$ cat src/rtl/symmetric_fir_sequencer_pkg.sv
// Shared types and helpers for the symmetric FIR operand sequencer.
package polyphase_pkg;

    localparam int SAMPLE_W = 16;

    typedef logic [SAMPLE_W-1:0] sample_t;

    typedef enum logic [2:0] {
        COLLECT = 3'd0,
        ISSUE   = 3'd1,
        WAIT    = 3'd2,
        GAP     = 3'd3,
        EMIT    = 3'd4
    } seq_state_t;

    // One MAC operation per symmetric tap pair, plus the center tap when N is odd.
    function automatic int num_ops(input int n);
        return (n + 1) / 2;
    endfunction

endpackage

$ cat src/rtl/symmetric_fir_sequencer_tap_line.sv
// N-deep sample delay line (x[0] newest) with mirrored read ports x[k] and x[N-1-k].
module symmetric_tap_line
    import polyphase_pkg::*;
#(
    parameter int W     = 16,
    parameter int N     = 31,
    parameter int IDX_W = 4
) (
    input  logic             clk,
    input  logic             reset_n,
    input  logic             clear,
    input  logic             shift_en,
    input  logic [W-1:0]     din,
    input  logic [IDX_W-1:0] rd_idx,
    output logic [W-1:0]     rd_near,
    output logic [W-1:0]     rd_far
);

    localparam int TW = (N > 1) ? $clog2(N) : 1;

    logic [W-1:0]  taps_r [N];
    logic [TW-1:0] near_idx_s;
    logic [TW-1:0] far_idx_s;

    assign near_idx_s = TW'(rd_idx);
    assign far_idx_s  = TW'(N - 1) - near_idx_s;
    assign rd_near    = taps_r[near_idx_s];
    assign rd_far     = taps_r[far_idx_s];

    // Shift register storage: newest sample enters at index 0.
    always_ff @(posedge clk or negedge reset_n) begin
        if (!reset_n) begin
            for (int i = 0; i < N; i++) taps_r[i] <= '0;
        end else if (clear) begin
            for (int i = 0; i < N; i++) taps_r[i] <= '0;
        end else if (shift_en) begin
            taps_r[0] <= din;
            for (int i = 1; i < N; i++) taps_r[i] <= taps_r[i-1];
        end
    end

endmodule

$ cat src/rtl/symmetric_fir_sequencer.sv
// Decimating symmetric FIR front end: collects M samples, then walks the tap pairs through an external MAC.
module symmetric_fir_sequencer
    import polyphase_pkg::*;
#(
    parameter  int SAMPLE_WIDTH = 16,
    parameter  int N            = 31,
    parameter  int M            = 2,
    parameter  int TIMEOUT      = 64,
    localparam int NUM_OPS      = num_ops(N),
    localparam int ADDR_W       = (NUM_OPS > 1) ? $clog2(NUM_OPS) : 1
) (
    input  logic                    clk,
    input  logic                    reset_n,
    input  logic                    s_valid,
    output logic                    s_ready,
    input  logic [SAMPLE_WIDTH-1:0] s_data,
    input  logic                    coef_we,
    input  logic [ADDR_W-1:0]       coef_addr,
    input  logic [SAMPLE_WIDTH-1:0] coef_data,
    output logic                    mac_valid_in,
    output logic [SAMPLE_WIDTH-1:0] mac_signal_1,
    output logic [SAMPLE_WIDTH-1:0] mac_signal_2,
    output logic [SAMPLE_WIDTH-1:0] mac_signal_3,
    output logic [SAMPLE_WIDTH-1:0] mac_signal_4,
    input  logic                    mac_valid_out,
    input  logic [SAMPLE_WIDTH-1:0] mac_data_out,
    output logic                    y_valid,
    input  logic                    y_ready,
    output logic [SAMPLE_WIDTH-1:0] y_data,
    output logic                    error
);

    localparam int W      = SAMPLE_WIDTH;
    localparam int CNT_W  = (M > 1) ? $clog2(M) : 1;
    localparam int WAIT_W = (TIMEOUT > 1) ? $clog2(TIMEOUT) : 1;
    localparam logic [ADDR_W-1:0] LAST_K    = ADDR_W'(NUM_OPS - 1);
    localparam logic [WAIT_W-1:0] WAIT_LAST = WAIT_W'(TIMEOUT - 1);
    localparam logic [CNT_W-1:0]  CNT_LAST  = CNT_W'(M - 1);
    localparam bit                ODD_TAPS  = (N % 2) == 1;

    seq_state_t        state_r, state_nx_s;
    logic [CNT_W-1:0]  cnt_r, cnt_nx_s;
    logic [ADDR_W-1:0] k_r, k_nx_s;
    logic [WAIT_W-1:0] wait_r, wait_nx_s;
    logic [W-1:0]      acc_r, acc_nx_s;
    logic              s_ready_r, s_ready_nx_s;
    logic              mac_valid_r, mac_valid_nx_s;
    logic [W-1:0]      op1_r, op2_r, op3_r, op4_r;
    logic [W-1:0]      op1_nx_s, op2_nx_s, op3_nx_s, op4_nx_s;
    logic              y_valid_r, y_valid_nx_s;
    logic [W-1:0]      y_data_r, y_data_nx_s;
    logic              error_r, error_nx_s;
    logic              shift_s, load_s;
    logic [W-1:0]      near_s, far_s;
    logic [W-1:0]      coef_r [NUM_OPS];

    symmetric_tap_line #(
        .W     (W),
        .N     (N),
        .IDX_W (ADDR_W)
    ) u_tap_line (
        .clk      (clk),
        .reset_n  (reset_n),
        .clear    (1'b0),
        .shift_en (shift_s),
        .din      (s_data),
        .rd_idx   (k_r),
        .rd_near  (near_s),
        .rd_far   (far_s)
    );

    assign s_ready      = s_ready_r;
    assign mac_valid_in = mac_valid_r;
    assign mac_signal_1 = op1_r;
    assign mac_signal_2 = op2_r;
    assign mac_signal_3 = op3_r;
    assign mac_signal_4 = op4_r;
    assign y_valid      = y_valid_r;
    assign y_data       = y_data_r;
    assign error        = error_r;

    // Coefficient file: writable only while collecting samples.
    always_ff @(posedge clk or negedge reset_n) begin
        if (!reset_n) begin
            for (int i = 0; i < NUM_OPS; i++) coef_r[i] <= '0;
        end else if ((state_r == COLLECT) && coef_we && (int'(coef_addr) < NUM_OPS)) begin
            coef_r[coef_addr] <= coef_data;
        end
    end

    // Sequencer next-state and next-output logic.
    always_comb begin
        state_nx_s     = state_r;
        cnt_nx_s       = cnt_r;
        k_nx_s         = k_r;
        wait_nx_s      = wait_r;
        acc_nx_s       = acc_r;
        s_ready_nx_s   = s_ready_r;
        mac_valid_nx_s = mac_valid_r;
        op1_nx_s       = op1_r;
        op2_nx_s       = op2_r;
        op3_nx_s       = op3_r;
        op4_nx_s       = op4_r;
        y_valid_nx_s   = y_valid_r;
        y_data_nx_s    = y_data_r;
        error_nx_s     = error_r;
        shift_s        = 1'b0;
        load_s         = 1'b0;

        case (state_r)
            COLLECT: begin
                s_ready_nx_s = 1'b1;
                if (s_valid && s_ready_r) begin
                    shift_s = 1'b1;
                    if (cnt_r == CNT_LAST) begin
                        cnt_nx_s     = '0;
                        k_nx_s       = '0;
                        acc_nx_s     = '0;
                        s_ready_nx_s = 1'b0;
                        state_nx_s   = ISSUE;
                    end else begin
                        cnt_nx_s = cnt_r + CNT_W'(1);
                    end
                end else begin
                    cnt_nx_s = cnt_r;
                end
            end
            // First entry arrives with valid low (line just shifted); entries from GAP arrive preloaded.
            ISSUE: begin
                if (!mac_valid_r) begin
                    load_s = 1'b1;
                end else begin
                    wait_nx_s  = '0;
                    state_nx_s = WAIT;
                end
            end
            WAIT: begin
                if (mac_valid_out) begin
                    acc_nx_s       = mac_data_out;
                    mac_valid_nx_s = 1'b0;
                    if (k_r == LAST_K) begin
                        y_valid_nx_s = 1'b1;
                        y_data_nx_s  = mac_data_out;
                        state_nx_s   = EMIT;
                    end else begin
                        k_nx_s     = k_r + ADDR_W'(1);
                        state_nx_s = GAP;
                    end
                end else if (wait_r == WAIT_LAST) begin
                    error_nx_s     = 1'b1;
                    mac_valid_nx_s = 1'b0;
                    s_ready_nx_s   = 1'b1;
                    state_nx_s     = COLLECT;
                end else begin
                    wait_nx_s = wait_r + WAIT_W'(1);
                end
            end
            GAP: begin
                load_s     = 1'b1;
                state_nx_s = ISSUE;
            end
            EMIT: begin
                if (y_ready) begin
                    y_valid_nx_s = 1'b0;
                    s_ready_nx_s = 1'b1;
                    state_nx_s   = COLLECT;
                end else begin
                    y_valid_nx_s = 1'b1;
                end
            end
            default: begin
                mac_valid_nx_s = 1'b0;
                y_valid_nx_s   = 1'b0;
                s_ready_nx_s   = 1'b0;
                state_nx_s     = COLLECT;
            end
        endcase

        if (load_s) begin
            mac_valid_nx_s = 1'b1;
            op1_nx_s       = near_s;
            op2_nx_s       = (ODD_TAPS && (k_r == LAST_K)) ? '0 : far_s;
            op3_nx_s       = coef_r[k_r];
            op4_nx_s       = acc_r;
        end else begin
            op1_nx_s = op1_r;
        end
    end

    // State, counter and registered-output update.
    always_ff @(posedge clk or negedge reset_n) begin
        if (!reset_n) begin
            state_r     <= COLLECT;
            cnt_r       <= '0;
            k_r         <= '0;
            wait_r      <= '0;
            acc_r       <= '0;
            s_ready_r   <= 1'b0;
            mac_valid_r <= 1'b0;
            op1_r       <= '0;
            op2_r       <= '0;
            op3_r       <= '0;
            op4_r       <= '0;
            y_valid_r   <= 1'b0;
            y_data_r    <= '0;
            error_r     <= 1'b0;
        end else begin
            state_r     <= state_nx_s;
            cnt_r       <= cnt_nx_s;
            k_r         <= k_nx_s;
            wait_r      <= wait_nx_s;
            acc_r       <= acc_nx_s;
            s_ready_r   <= s_ready_nx_s;
            mac_valid_r <= mac_valid_nx_s;
            op1_r       <= op1_nx_s;
            op2_r       <= op2_nx_s;
            op3_r       <= op3_nx_s;
            op4_r       <= op4_nx_s;
            y_valid_r   <= y_valid_nx_s;
            y_data_r    <= y_data_nx_s;
            error_r     <= error_nx_s;
        end
    end

endmodule

$ cat config.mk
export PLATFORM = sky130hd
export DESIGN_NAME = symmetric_fir_sequencer
export DESIGN_NICKNAME = d
export VERILOG_FILES = /design/src/rtl/symmetric_fir_sequencer_pkg.sv /design/src/rtl/symmetric_fir_sequencer_tap_line.sv /design/src/rtl/symmetric_fir_sequencer.sv
export SDC_FILE = /design/constraint.sdc
export NUM_CORES = 1
export LEC_CHECK = 0
export CORE_UTILIZATION = 38
export DETAILED_ROUTE_END_ITERATION = 12
export HOLD_SLACK_MARGIN = 0.06
export PLACE_DENSITY = 0.52
export SYNTH_ARGS = -nofsm -noshare
export SYNTH_HDL_FRONTEND = slang
export SYNTH_SLANG_ARGS = --single-unit
$ cat constraint.sdc
create_clock -name clk -period 2.95 [get_ports clk]
set_clock_uncertainty 0.05 [all_clocks]
set_input_delay 0.7375 -clock clk [delete_from_list [all_inputs] [get_ports clk]]
set_output_delay 0.7375 -clock clk [all_outputs]
set_load 0.05 [all_outputs]
==> impl_metrics.csv <==
group,metric,value,unit
run_status,outcome,"complete, no violations",
synthesis,ys_seq_area_share,56.5,%
floorplanning,die_y,320,um
clock_tree,cts-root-buf,"clkbuf_16",
global_routing,grt_antenna_before_repair,2,
place,dp_hpwl,56900,um
place,gp_congestion,0.740,
floorplanning,io_pins,142,
synthesis,synth_area_leaders,"dfrtp_1 57%, nand2_1 15%, mux4_2 10%, mux2_2 8.4%, mux2i_1 2.5%",
clock_tree,cts_buffer_depth,3,
synthesis,synth_fp_nets,3562,
synthesis,synthCells,3502,
drt,vias,25300,
worst_setup_path,path_max_fanout,2,
job,maxCapViolations,0,
worst_setup_path,criticalPathCategory,"reg2out",
worst_setup_path,crit_chain,"clkdlybuf4s50_1",
synthesis,async_flop_share,100,%
clock_tree,cts.sinks,866,
clock_tree,cts_inserted_buffers,99,
drt,antenna_left,0,
drt,drc,0,
clock_tree,cts_max_level,3,
drt,viasPerCell,5.03,
clock_tree,clk_pin_slew,0.06,ns
sta,fmax,345,MHz
place,io_buffers,141,
sta,hold_viol,0,
pwr,p_total,42100,uW
sta,period_minus_slack,2.90,ns
floorplanning,die_x,320,um
sta,rsz0062_at_grt,"false",
global_routing,overflow,0,
floorplanning,start_util,38.3,%
synthesis,synth_edf_count,0,
clock_tree,insertion_delay,0.68,ns
cells_and_area,fillCellCount,9152,
synthesis,synth_ff_type,"dfrtp_1",
synthesis,yosysTopAreaCell,"dfrtp_1",
worst_setup_path,slowest_delay,0.90,ns
clock_tree,cts_tree,"done",
worst_setup_path,cpMaxStageDelayCell,"clkdlybuf4s50_1",
sta,maxSlewViolCount,0,
drt,first_iter_violations,1679,
cells_and_area,area_growth_syn_to_layout,18.9,%
cells_and_area,drive_gt1_share,20.6,%
global_routing,track_usage,18.5,%
floorplanning,row_count,116,
floorplanning,die_area,0.102,sq mm
synthesis,ys_warn_count,0,
sta,worstMarginPinSlew,0.865,ns
drt,wirelength,92200,um
worst_setup_path,cp-end-kind,"primary output",
cells_and_area,fin_util,45.6,%
floorplanning,core,0.100,sq mm
sta,setup-violations-final,0,
pwr,ir_drop,0.598,mV
pwr,p_leak,0.0225,uW
pwr,powerDensity,924,mW/mm^2
worst_hold_path,hold_path.class,"reg2reg",
synthesis,ys_ff_latch,866,
worst_setup_path,cp.required,2.16,ns
worst_setup_path,path_buf_inv,1,
synthesis,synth_area,0.0383,sq mm
synthesis,yosysTopAreaCellShare,56.5,%
sta,maxSlewHeadroom,42.4,%
synthesis,syn_avg_cell_area,10.9,sq um
sta,post-route-period-util,98.3,%
global_routing,grt_pass1_wl,151000,um
drt,post_drt_wl_per_cell,18.4,um
worst_setup_path,worstPathArrival,2.11,ns
drt,first_pass_iters,5,
cells_and_area,nets,3704,
global_routing,grt_pass1_vias,26100,
global_routing,grt_max_degree,101,
worst_setup_path,startpoint_type,"flip-flop",
worst_setup_path,crit_family,"buffers and inverters",
cells_and_area,seqCellArea,0.0217,sq mm
synthesis,synth.distinct_cells,48,
cells_and_area,multi_input_area,0.0156,sq mm
clock_tree,post_cts_buffers,0,
-- routing by layer --
layer / GRT usage, % / part of all wire [%] / vias up
met3: 2.72 / 3.4 / 90
met1: 26.8 / 48 / 12900
met5: 0 / 0 / -
met2: 29.1 / 47 / 333
met4: 4.80 / 1.8 / 0
li1: - / - / 11900
-- final timing paths --
| check | start | end | slack [ns] | cells past startpoint |
|---|---|---|---|---|
| worst max-delay path | mac_signal_1[4] | mac_signal_1[4] | 0.05 | 1 |
| worst min-delay path | u_tap_line.taps_r[433] | u_tap_line.taps_r[417] | 0.41 | 2 |
| worst max register to register | k_r[0] | mac_signal_2[3] | 0.23 | 8 |
| worst min register to register | u_tap_line.taps_r[433] | u_tap_line.taps_r[417] | 0.41 | 2 |
| max in group asynchronous | reset_n | u_tap_line.taps_r[369] | 1.32 | 4 |
| min in group asynchronous | reset_n | u_tap_line.taps_r[8] | 0.56 | 2 |
-- cell families after synthesis --
group	share of synthesized area, %
multiplexers	21.4
flip-flops	56.5
adder cells (fa/ha/maj)	0.0653
AO/OA/AOI/OAI	2.37
XOR/XNOR	0.186
buffers and inverters	2.79
AND/OR/NAND/NOR	16.7
-- state kept, by name, indices dropped and copies added (netlist names), 3 cells and up --
name / count
acc_r: 16
coef_r: 256
k_r: 4
mac_signal_1: 16
mac_signal_2: 16
mac_signal_3: 16
mac_signal_4: 16
state_r: 3
u_tap_line.taps_r: 496
wait_r: 6
y_data: 16
-- report_power, final --
group / leakage [uW] / internal (uW) / switching, uW / total [uW]
Combinational: 0.00913 / 5930 / 7300 / 13200
Clock: 0.00164 / 7380 / 5030 / 12400
Sequential: 0.0117 / 14700 / 1750 / 16500
Total: 0.0225 / 28000 / 14100 / 42100
-- timing repair --
item | in CTS | in global routing
hold buffers | 1 | 0
gates resized for setup | 0 | 0
hold endpoints to repair | 42 | 0
-- placed cells by master, fill, tap and decap left out, types with 3 or more instances in the layout --
| master | synthesis | final |
|---|---|---|
| nand3_1 | 24 | 22 |
| xor2_1 | 3 | 3 |
| mux4_2 | 176 | 176 |
| clkbuf_16 | 0 | 100 |
| o22ai_1 | 3 | 3 |
| mux2i_1 | 97 | 97 |
| bufinv_16 | 0 | 3 |
| a22oi_1 | 16 | 16 |
| mux2_2 | 285 | 285 |
| a22o_1 | 18 | 18 |
| dfrtp_1 | 866 | 863 |
| nor2b_1 | 4 | 3 |
| mux2_1 | 4 | 4 |
| dfrtp_4 | 0 | 3 |
| inv_1 | 35 | 35 |
| nor3_2 | 3 | 3 |
| nand2_1 | 1560 | 1559 |
| buf_4 | 5 | 70 |
| clkbuf_1 | 176 | 25 |
| nor2_1 | 47 | 47 |
| o221ai_1 | 17 | 17 |
| nand2b_1 | 4 | 4 |
| o21ai_0 | 40 | 40 |
| clkbuf_8 | 0 | 34 |
| clkinv_16 | 0 | 3 |
| clkdlybuf4s50_1 | 0 | 140 |
| a21oi_1 | 36 | 36 |
| buf_12 | 0 | 60 |
| and3_1 | 6 | 5 |
| clkinv_2 | 0 | 10 |
-- layout make-up --
| cell class | count | area share (%) |
|---|---|---|
| clock buffer | 159 | 6.72 |
| clock inverter | 21 | 0.623 |
| multi-input combinational | 2370 | 34.3 |
| sequential | 866 | 47.6 |
| inverter | 35 | 0.288 |
| tap | 1298 | 3.56 |
| timing repair buffer | 272 | 6.92 |
| antenna | 2 | 0.0110 |
-- stage by stage --
stage	cell area [sq um]	setup WS, ns	cells	hold slack, ns	setup TNS [ns]
final	45600	0.0497	5023	0.407	0
after global routing	45600	0.00491	5022	0.428	0
after CTS	45600	0.00766	5021	0.409	0
after detailed placement	42200	-0.106	4840	0.398	-3.57
after global placement	42200	-0.104	4840	0.390	-3.41
after floorplan	38300	0.421	3502	0.385	0
-- cell usage after synthesis (5+ instances only) --
library cell,count
nand3_1,24
clkbuf_1,176
a21oi_1,36
buf_4,5
nor2_1,47
and3_1,6
buf_1,22
inv_1,35
buf_2,24
mux2_2,285
o21ai_0,40
a22o_1,18
o221ai_1,17
dfrtp_1,866
a22oi_1,16
mux2i_1,97
nand2_1,1560
mux4_2,176
(Power assumes the default switching activity.)
